[config.mk]
export PLATFORM = sky130hd
export DESIGN_NAME = sram_arbiter
export DESIGN_NICKNAME = d
export VERILOG_FILES = /design/src/rtl/sram_arbiter_pkg.sv /design/src/rtl/sram_arbiter.sv
export SDC_FILE = /design/constraint.sdc
export NUM_CORES = 1
export LEC_CHECK = 0
export ABC_AREA = 1
export BUFFER_PORTS_ARGS = -buffer_cell sky130_fd_sc_hd__buf_4
export CORE_AREA = 2 2 104 106
export DETAILED_ROUTE_END_ITERATION = 8
export DIE_AREA = 0 0 106 108
export PLACE_DENSITY_LB_ADDON = 0.2
export SYNTH_ARGS = -nofsm -noshare
export SYNTH_HDL_FRONTEND = slang
export SYNTH_SLANG_ARGS = --single-unit
[constraint.sdc]
create_clock -name clk -period 1.35 [get_ports clk]
set_input_delay 0.135 -clock clk [delete_from_list [all_inputs] [get_ports clk]]
set_output_delay 0.135 -clock clk [all_outputs]
set_load 0.005 [all_outputs]
[src/rtl/sram_arbiter_pkg.sv]
// sram_arbiter_pkg: grant state encoding and burst counter width for sram_arbiter
package sram_arbiter_pkg;
    typedef enum logic [1:0] {
        IDLE  = 2'd0,
        GNT_A = 2'd1,
        GNT_B = 2'd2
    } state_t;
    localparam int BURST_W = 4;
endpackage

[src/rtl/sram_arbiter.sv]
// sram_arbiter: round-robin share of one sram_ctrl command port between two masters
module sram_arbiter
    import sram_arbiter_pkg::*;
#(
    parameter int MAX_BURST = 4
) (
    input  logic        clk,
    input  logic        reset,
    input  logic [16:0] a_addr,
    input  logic [31:0] a_wrdata,
    input  logic [3:0]  a_bytesel,
    input  logic        a_wren,
    input  logic        a_strobe,
    output logic        a_wait,
    output logic [31:0] a_rddata,
    input  logic [16:0] b_addr,
    input  logic [31:0] b_wrdata,
    input  logic [3:0]  b_bytesel,
    input  logic        b_wren,
    input  logic        b_strobe,
    output logic        b_wait,
    output logic [31:0] b_rddata,
    output logic [16:0] m_addr,
    output logic [31:0] m_wrdata,
    output logic [3:0]  m_bytesel,
    output logic        m_wren,
    output logic        m_strobe,
    input  logic        m_wait,
    input  logic [31:0] m_rddata
);
    state_t             state;
    logic [BURST_W-1:0] burst_cnt;
    logic [BURST_W:0]   cnt_inc;
    logic               gnt_a, gnt_b, other_req, done, switch_gnt;

    assign gnt_a = state == GNT_A;
    assign gnt_b = state == GNT_B;

    assign m_addr    = gnt_a ? a_addr    : gnt_b ? b_addr    : '0;
    assign m_wrdata  = gnt_a ? a_wrdata  : gnt_b ? b_wrdata  : '0;
    assign m_bytesel = gnt_a ? a_bytesel : gnt_b ? b_bytesel : '0;
    assign m_wren    = gnt_a ? a_wren    : gnt_b ? b_wren    : 1'b0;
    assign m_strobe  = gnt_a ? a_strobe  : gnt_b ? b_strobe  : 1'b0;
    assign a_wait    = gnt_a ? m_wait : 1'b1;
    assign b_wait    = gnt_b ? m_wait : 1'b1;
    assign a_rddata  = m_rddata;
    assign b_rddata  = m_rddata;

    // Switch only between transfers: after a completion that exhausts the burst, or while the holder is idle
    assign other_req  = gnt_a ? b_strobe : a_strobe;
    assign done       = m_strobe & ~m_wait;
    assign cnt_inc    = {1'b0, burst_cnt} + 1'b1;
    assign switch_gnt = other_req & (done ? cnt_inc >= (BURST_W+1)'(MAX_BURST) : ~m_strobe);

    always_ff @(posedge clk or negedge reset)
        if (!reset) begin
            state     <= IDLE;
            burst_cnt <= '0;
        end else if (state == IDLE)
            state <= a_strobe ? GNT_A : b_strobe ? GNT_B : IDLE;
        else if (switch_gnt) begin
            state     <= gnt_a ? GNT_B : GNT_A;
            burst_cnt <= '0;
        end else if (done)
            burst_cnt <= &burst_cnt ? burst_cnt : burst_cnt + 1'b1;
endmodule

==> impl_metrics.env, run 1 <==
export IMPL_skew_ns=0.00309
export IMPL_path_clk_slew_ns=0.04
export IMPL_synth_top_cells_by_area="buf_4 (33%), a22o_1 (32%), dfrtp_1 (10%)"
export IMPL_drive_above_1_share_pct=70.6
export IMPL_finalSetupViolCount=62
export IMPL_hold_violations=0
export IMPL_drt_wirelength_per_cell_um=16.6
export IMPL_ios=266
export IMPL_ys_ff_latch=6
export IMPL_place_gp_congestion=0.756
export IMPL_ys_seq_area_share_pct=10.1
export IMPL_grt_max_degree=20
export IMPL_instances_no_fill=456
export IMPL_cap_violations=0
export IMPL_grt_first_pass_wirelength_um=10500
export IMPL_syn_num_nets=343
export IMPL_synth_avg_cell_area_um2=7.62
export IMPL_htree_levels=1
export IMPL_clock_sinks=6
export IMPL_worst_pin_slew_ns=0.311
export IMPL_netlist_instances=196
export IMPL_first_global_vias=1807
export IMPL_n_antenna_cell=0
export IMPL_firstDrtPassIters=4
export IMPL_leakage_nw=1.54
export IMPL_violations="negative setup slack"
export IMPL_fin_util_pct=28.7
export IMPL_route_vias_total=1891
export IMPL_min_path_type="in2reg"
export IMPL_netlist_area_mm2=0.00149
export IMPL_layout_setup_ws_ns=-0.192
export IMPL_root_buffer="clkbuf_8"
export IMPL_ys_warn_count=0
export IMPL_routed_wirelength_um=7580
export IMPL_crit_type="reg2out"
export IMPL_hpwl_um=5880
export IMPL_power_density_mw_per_mm2=1900
export IMPL_vdd_drop_max_v=0.000552
export IMPL_cp_start_kind="flop"
export IMPL_clk_latency_ns=0.22
export IMPL_critPathCaptureType="output port"
export IMPL_cp_data_arrival_time_ns=1.41
export IMPL_rsz0062_at_grt="yes"
export IMPL_fin_crit_sh_pct=114
export IMPL_start_util_pct=14.6
export IMPL_critical_path_required_ns=1.22
export IMPL_antenna_found_initial=0
export IMPL_min_from="a_strobe"
export IMPL_placed_cells=442
export IMPL_dieArea_mm2=0.0114
export IMPL_yosysUniqueCellTypes=19
export IMPL_status="finished, violations left"
export IMPL_via_per_inst=4.15
export IMPL_synth_top_cell_area_share_pct=32.7
export IMPL_grtUsageTotal_pct=11.7
export IMPL_cts_tree="built"
export IMPL_postRouteAntennaNets=0
export IMPL_cts_max_path_buffers=2
export IMPL_path_max_fanout=14
export IMPL_drc=0
export IMPL_finalMaxSlewViolations=0
export IMPL_timing_slew_headroom_pct=79.2
export IMPL_fp_dieW_um=106
export IMPL_cts_made_buffers=3
export IMPL_post_route_min_period_ns=1.54
export IMPL_die_h_um=108
export IMPL_yosysTopAreaCell="buf_4"
export IMPL_port_buffers=169
export IMPL_timing_fmax_mhz=649
export IMPL_cp_startpoint="state[0]"
export IMPL_area_growth_pct=96.4
export IMPL_nets=469
export IMPL_r2r_start="state[1]"
export IMPL_drtIter0Drc=114
export IMPL_rows=37
export IMPL_overflow=0
export IMPL_core_area_mm2=0.0102
export IMPL_finalPower_w=0.00556
layer usage:
layer / wire (µm) / part of all wire, % / up-vias / GRT usage, %
met1: 3080 / 41 / 874 / 14.6
met2: 3630 / 48 / 122 / 19.5
met3: 799 / 11 / 8 / 3.80
met4: 62 / 0.82 / 0 / 3.01
met5: 0 / 0 / - / 0
li1: - / - / 887 / -
cell usage after synthesis (all sizes together):
master	instances
buf	74
a22o	54
nand2	23
inv	13
nand3	13
dfrtp	6
nor2	4
ha	2
nand3b	2
clkbuf	1
nand4	1
nor3	1
o21ai	1
o22ai	1
logic make-up (layout without fill, tap and decap cells):
logic type | count (synthesis) | count (layout) | share of synthesized area (%)
buf+inv | 88 | 212 | 39.6
fa+ha+maj | 2 | 2 | 1.68
simple gates | 44 | 44 | 14.5
compound gates | 56 | 56 | 34.1
flops | 6 | 6 | 10.1
stage by stage:
stage / instance area (µm²) / setup TNS (ns) / hold slack, ns / worst slack [ns]
6_report: 2930 / -8.90 / 0.166 / -0.192
5_1_grt: 2930 / -13.83 / 0.169 / -0.259
4_1_cts: 2830 / -9.45 / 0.165 / -0.197
3_3_place_gp: 2540 / -0.194 / -0.0504 / -0.0428
2_1_floorplan: 1500 / 0 / -0.161 / 0.0164
3_5_place_dp: 2540 / -0.391 / -0.0484 / -0.0701
cell type report:
| cell class | count | area (µm²) |
|---|---|---|
| timing repair inverter | 1 | 6.26 |
| clock buffer | 3 | 41.3 |
| sequential | 6 | 150 |
| inverter | 13 | 61.3 |
| multi-input combinational | 102 | 850 |
| fill | 1133 | 7300 |
| timing repair buffer | 195 | 1650 |
| tap | 136 | 170 |
where the power goes:
part,internal (W),switching [W],total (W)
logic,0.00288,0.00211,0.00499
registers,0.000241,0.0000516,0.000292
clock network,0.000192,0.0000827,0.000275
layout by cell type (no fill, tap or decap), types with 2 or more instances in the layout:
cell type	n
buf_4	163
nand3_2	5
a22o_1	52
buf_6	25
inv_2	2
clkbuf_8	3
dfrtp_1	6
nand3b_1	2
nand2_2	8
nor2_1	3
a22o_4	2
nand2_4	2
buf_12	2
nand3_1	7
inv_1	9
buf_16	3
nand2_1	12
worst max-delay path, stage by stage (launching register included):
cell     delay, ns
dfrtp_1       0.39
inv_1         0.07
nand2_2       0.11
inv_6         0.07
buf_12        0.15
a22o_1        0.24
buf_4         0.14
state kept, by name (all words and copies together), names as in the netlist:
| name | flops |
|---|---|
| burst_cnt | 4 |
| state | 2 |
final timing paths:
path	slack [ns]	endpoint	cells past startpoint
min in group asynchronous	0.26	state[1]	2
worst min register to register	0.61	burst_cnt[2]	2
worst max-delay path	-0.19	m_wrdata[24]	6
worst max register to register	-0.12	burst_cnt[0]	9
worst min-delay path	0.17	state[0]	3
max in group asynchronous	0.97	burst_cnt[2]	2
what timing repair did:
action,4_1_cts,5_1_grt
endpoints found under the setup margin,63,63
hold endpoints to repair,6,0
gates resized for setup,36,20
buffers inserted,3,4
pin swaps,4,11
gates cloned,4,0
hold buffers,1,0
Note: power is estimated with default switching activity, not from simulation.
==> inputs of run 2 (changes only) <==
BUFFER_PORTS_ARGS = default   (was -buffer_cell sky130_fd_sc_hd__buf_4)
CTS_BUF_LIST = sky130_fd_sc_hd__clkbuf_16   (was default)
DONT_BUFFER_PORTS = 1   (was default)
==> run 2 against run 1 <==
  * The run still ends with negative setup slack left
  * First-iteration DRC count down 28%
  * Clock skew is 0.00064 ns lower
  * Clock-buffer cell count did not move
  * Largest power group unchanged
  * Highest routed layer unchanged
==> impl_metrics.env, run 2 (synthesis results as in run 1) <==
export IMPL_path_cells="buf_6, inv_4, nand2_4, buf_6, o22ai_4, buf_4, buf_4"
export IMPL_port_buffers=0
export IMPL_critPathCaptureType="output port"
export IMPL_overflow=0
export IMPL_layout_setup_ws_ns=-0.164
export IMPL_p_comb_share_pct=83.7
export IMPL_cellInternalPower_w=0.00273
export IMPL_crit_type="reg2out"
export IMPL_cts_made_buffers=3
export IMPL_routed_wirelength_um=6620
export IMPL_min_path_type="in2reg"
export IMPL_die_h_um=108
export IMPL_fin_crit_sh_pct=112
export IMPL_start_util_pct=14.6
export IMPL_p_seq_share_pct=6.2
export IMPL_cp_data_arrival_time_ns=1.38
export IMPL_core_area_mm2=0.0102
export IMPL_post_route_min_period_ns=1.51
export IMPL_layout_common_cells="a22o_4 (28), a22o_1 (26), nand2_1 (17)"
export IMPL_p_clk_share_pct=10.1
export IMPL_leakage_nw=0.850
export IMPL_grtUsageTotal_pct=10.3
export IMPL_htree_levels=1
export IMPL_top_regs="burst_cnt x4, state x2"
export IMPL_antenna_found_initial=0
export IMPL_cts_tree="built"
export IMPL_timing_fmax_mhz=660
export IMPL_worst_pin_slew_ns=0.301
export IMPL_hpwl_um=4920
export IMPL_grt_max_degree=18
export IMPL_drt_wirelength_per_cell_um=23.2
export IMPL_wl_met3_um=611
export IMPL_cp_start_kind="flop"
export IMPL_route_vias_total=1275
export IMPL_clock_sinks=6
export IMPL_violations="negative setup slack"
export IMPL_firstDrtPassIters=4
export IMPL_layout_commonest_cell="a22o_4"
export IMPL_timing_slew_headroom_pct=79.8
export IMPL_path_clk_slew_ns=0.04
export IMPL_p_sw_share_pct=44.0
export IMPL_place_gp_congestion=0.719
export IMPL_via_per_inst=4.46
export IMPL_fin_util_pct=18.5
export IMPL_cap_violations=0
export IMPL_rows=37
export IMPL_vdd_drop_max_v=0.000964
export IMPL_root_buffer="clkbuf_16"
export IMPL_n_antenna_cell=0
export IMPL_wl_met1_um=2620
export IMPL_routed_top_layer="met4"
export IMPL_drc=0
export IMPL_cpPeakStageDelay_ns=0.40
export IMPL_place_area_mm2=0.00123
export IMPL_nets=299
export IMPL_finalPower_w=0.00488
export IMPL_first_global_vias=1252
export IMPL_regMostFlops="burst_cnt"
export IMPL_wl_met2_um=3310
export IMPL_postRouteAntennaNets=0
export IMPL_hold_violations=0
export IMPL_power_density_mw_per_mm2=2580
export IMPL_crit_path_top_delay_cell="dfrtp_1"
export IMPL_cts_max_path_buffers=2
export IMPL_place_ws_ns=-0.0682
export IMPL_drtIter0Drc=82
export IMPL_finalMaxSlewViolations=0
export IMPL_fp_dieW_um=106
export IMPL_status="finished, violations left"
export IMPL_netSwitchingPower_w=0.00214
export IMPL_largest_reg_flops=4
export IMPL_drive_above_1_share_pct=51.3
export IMPL_skew_ns=0.00245
export IMPL_final_area_mm2=0.00189
export IMPL_grt_first_pass_wirelength_um=8450
export IMPL_ios=266
export IMPL_dieArea_mm2=0.0114
export IMPL_clk_latency_ns=0.23
export IMPL_area_growth_pct=26.6
export IMPL_critical_path_required_ns=1.22
export IMPL_path_max_fanout=3
export IMPL_finalSetupViolCount=62
export IMPL_rsz0062_at_grt="yes"
==> run 2: cell type report <==
cell class | count | area, µm²
tap | 136 | 170
inverter | 13 | 66.3
fill | 1122 | 8340
timing repair buffer | 26 | 374
sequential | 6 | 151
clock buffer | 3 | 75.1
multi-input combinational | 102 | 1050
==> run 2: power groups by stage <==
stage / clock, W / combinational [W] / sequential, W
2_1_floorplan: 0 / 0.00188 / 0.000309
3_3_place_gp: 0 / 0.00251 / 0.000316
3_5_place_dp: 0 / 0.00253 / 0.000310
4_1_cts: 0.000500 / 0.00398 / 0.000302
5_1_grt: 0.000506 / 0.00438 / 0.000315
6_report: 0.000491 / 0.00408 / 0.000304
==> run 2: per-stage QoR <==
stage          hold WS [ns]  std cells  TNS [ns]
2_1_floorplan        -0.161        196         0
3_3_place_gp         -0.160        266    -0.295
3_5_place_dp         -0.160        266    -0.393
4_1_cts              0.0484        282     -5.93
5_1_grt              0.0791        286    -11.32
6_report             0.0443        286     -7.30
==> run 2: metal layers <==
| metal | GRT usage (%) | up-vias |
|---|---|---|
| met5 | 0 | - |
| met1 | 12.7 | 598 |
| li1 | - | 544 |
| met4 | 3.57 | 0 |
| met3 | 2.71 | 9 |
| met2 | 17.6 | 124 |
==> run 2: path summary, 6_finish.rpt <==
check | startpoint | endpoint | slack [ns] | depth (start not counted)
max reg2reg | state[0] | burst_cnt[2] | -0.14 | 10
min | a_strobe | state[0] | 0.04 | 2
max in group asynchronous | reset | state[1] | 0.89 | 1
min in group asynchronous | reset | state[0] | 0.22 | 1
max | state[0] | m_strobe | -0.16 | 7
min reg2reg | burst_cnt[2] | burst_cnt[2] | 0.60 | 2
==> run 2: timing repair <==
action | CTS | global route
gates cloned | 4 | 2
setup buffers | 8 | 2
setup endpoints to repair | 60 | 63
endpoints found under the hold margin | 6 | 0
resized for setup | 57 | 3
hold buffers | 1 | 0
pin swaps | 22 | 5
==> run 2: critical path: cells and delay by family, from the launching register on <==
kind | cells | cell delay, ns
flip-flops | 1 | 0.40
AND/OR/NAND/NOR | 1 | 0.07
AO/OA/AOI/OAI | 1 | 0.14
buffers and inverters | 5 | 0.52
==> inputs of run 3 (changes only) <==
clock period = 1.8 ns   (was 1.35 ns; I/O delays follow)
==> run 3 against run 2 <==
  * Highest routed layer is now met5
  * Clock-buffer cell count unchanged
  * Critical path depth down 2
  * Largest cell class unchanged
  * Global-route usage down 1.3 points
  * Non-clock buffer count down 21
  * First-iteration DRC count down 18%
  * Cell area down 33%
  * Hold slack better by 0.045 ns
  * The flow now finishes without violations
==> impl_metrics.env, run 3 (synthesis results as in run 1) <==
export IMPL_hold_path_end="state[0]"
export IMPL_largest_reg_flops=4
export IMPL_path_clk_slew_ns=0.03
export IMPL_first_global_vias=1020
export IMPL_post_cts_setup_buffers=0
export IMPL_cts_made_buffers=3
export IMPL_route_vias_total=1150
export IMPL_grtUsageTotal_pct=9.01
export IMPL_fin_util_pct=12.3
export IMPL_overflow=0
export IMPL_routed_wirelength_um=6030
export IMPL_min_from="a_strobe"
export IMPL_post_route_min_period_ns=1.63
export IMPL_place_area_mm2=0.00117
export IMPL_skew_ns=0.00135
export IMPL_grt_first_pass_wirelength_um=7200
export IMPL_port_buffers=0
export IMPL_cp_start_kind="flop"
export IMPL_layout_common_cells="a22o_1 (54), nand2_1 (20), nand3_1 (13)"
export IMPL_finalMaxSlewViolations=0
export IMPL_n_antenna_cell=0
export IMPL_min_delay_path_depth=2
export IMPL_instances_no_fill=265
export IMPL_status="completed"
export IMPL_cap_violations=0
export IMPL_critPathTopFamily="buffers and inverters"
export IMPL_crit_path_top_delay_cell="dfrtp_1"
export IMPL_top_regs="burst_cnt x4, state x2"
export IMPL_critPathCaptureType="output port"
export IMPL_final_area_mm2=0.00126
export IMPL_drt_wirelength_per_cell_um=22.7
export IMPL_cpMostUsedCell="inv_2"
export IMPL_hold_violations=0
export IMPL_hold_worst_slack_ns=0.0894
export IMPL_timing_slew_headroom_pct=79.6
export IMPL_placed_cells=261
export IMPL_nets=278
export IMPL_antenna_found_initial=1
export IMPL_core_area_mm2=0.0102
export IMPL_via_per_inst=4.34
export IMPL_start_util_pct=14.6
export IMPL_timing_fmax_mhz=613
export IMPL_regMostFlops="burst_cnt"
export IMPL_holdBufCountCts=1
export IMPL_clock_sinks=6
export IMPL_worst_pin_slew_ns=0.305
export IMPL_r2r_setup_slack_ns=0.29
export IMPL_fp_dieW_um=106
export IMPL_root_buffer="clkbuf_16"
export IMPL_area_growth_pct=-15.6
export IMPL_die_h_um=108
export IMPL_path_cells="inv_2, nand2_4, inv_2, buf_12, a22o_1"
export IMPL_fin_crit_sh_pct=90.6
export IMPL_r2r_start="burst_cnt[0]"
export IMPL_rsz0062_at_grt="no"
export IMPL_clk_latency_ns=0.23
export IMPL_cp_buffers_inverters=3
export IMPL_cpPeakStageDelay_ns=0.41
export IMPL_rows=37
export IMPL_dieArea_mm2=0.0114
export IMPL_hpwl_um=5300
export IMPL_cp_data_arrival_time_ns=1.45
export IMPL_min_path_type="in2reg"
export IMPL_drtIter0Drc=67
export IMPL_critical_path_required_ns=1.62
export IMPL_post_cts_resized=0
export IMPL_power_density_mw_per_mm2=1840
export IMPL_tns_ns=0
export IMPL_leakage_nw=0.546
export IMPL_path_max_fanout=40
export IMPL_drc=0
export IMPL_htree_levels=1
export IMPL_drive_above_1_share_pct=13.2
export IMPL_finalSetupViolCount=0
export IMPL_firstDrtPassIters=4
export IMPL_ios=266
export IMPL_place_gp_congestion=0.747
export IMPL_layout_commonest_cell="a22o_1"
export IMPL_grt_max_degree=41
export IMPL_cts_tree="built"
export IMPL_timing_rr_end="burst_cnt[0]"
export IMPL_crit_type="reg2out"
export IMPL_cts_max_path_buffers=2
export IMPL_vdd_drop_max_v=0.000606
export IMPL_postRouteAntennaNets=0
export IMPL_r2r_cells=11
-- run 3: changes by cell type in the layout (fill, tap and decap cells not counted), moves of 4 or more --
cell and delta:
a22o_1 +28, a22o_4 -28, buf_16 -4, buf_4 -10
nand3_1 +4, nand3_2 -4
-- run 3: worst register-to-register path, cell delays in order (launching register included) --
cell and delay (ns):
dfrtp_1 0.42, ha_1 0.25, inv_1 0.06, nand2_1 0.04, nand2_1 0.07, nor2_1 0.04
nand2_1 0.05, nand2_1 0.05, nand2_2 0.10, nand3_1 0.15, nand3_1 0.11, nand2_1 0.06
-- run 3: area by class of cell --
| type | instances | area [µm²] |
|---|---|---|
| inverter | 13 | 48.8 |
| clock buffer | 3 | 75.1 |
| tap | 136 | 170 |
| fill | 1182 | 8970 |
| timing repair buffer | 5 | 65.1 |
| sequential | 6 | 150 |
| multi-input combinational | 102 | 751 |
-- run 3: worst max-delay path by stage --
stage	start	to	slack, ns	cells past startpoint
finish	state[1]	m_wrdata[10]	0.17	5
CTS	state[1]	m_wrdata[10]	0.14	5
global placement	burst_cnt[0]	burst_cnt[0]	0.28	11
detailed placement	burst_cnt[0]	burst_cnt[0]	0.26	11
floorplan	burst_cnt[0]	burst_cnt[0]	0.45	11
global route	state[1]	m_wrdata[10]	0.08	5
-- run 3: stage by stage --
stage / setup slack [ns] / power (W)
final: 0.169 / 0.00231
after global routing: 0.0828 / 0.00248
after CTS: 0.141 / 0.00237
after detailed placement: 0.265 / 0.00198
after global placement: 0.278 / 0.00199
after floorplan: 0.446 / 0.00164
-- run 3: where the power goes --
part	internal, W	switching, W	total (W)
Sequential	0.000180	0.0000617	0.000242
Combinational	0.000661	0.00105	0.00172
Clock	0.000285	0.0000703	0.000355
-- run 3: metal layers --
metal | GRT usage (%) | wire, µm | vias to the layer above
met2 | 14.3 | 2720 | 125
met1 | 11.4 | 2480 | 510
li1 | - | - | 499
met5 | 0 | 13 | -
met4 | 2.44 | 151 | 2
met3 | 3.50 | 654 | 14
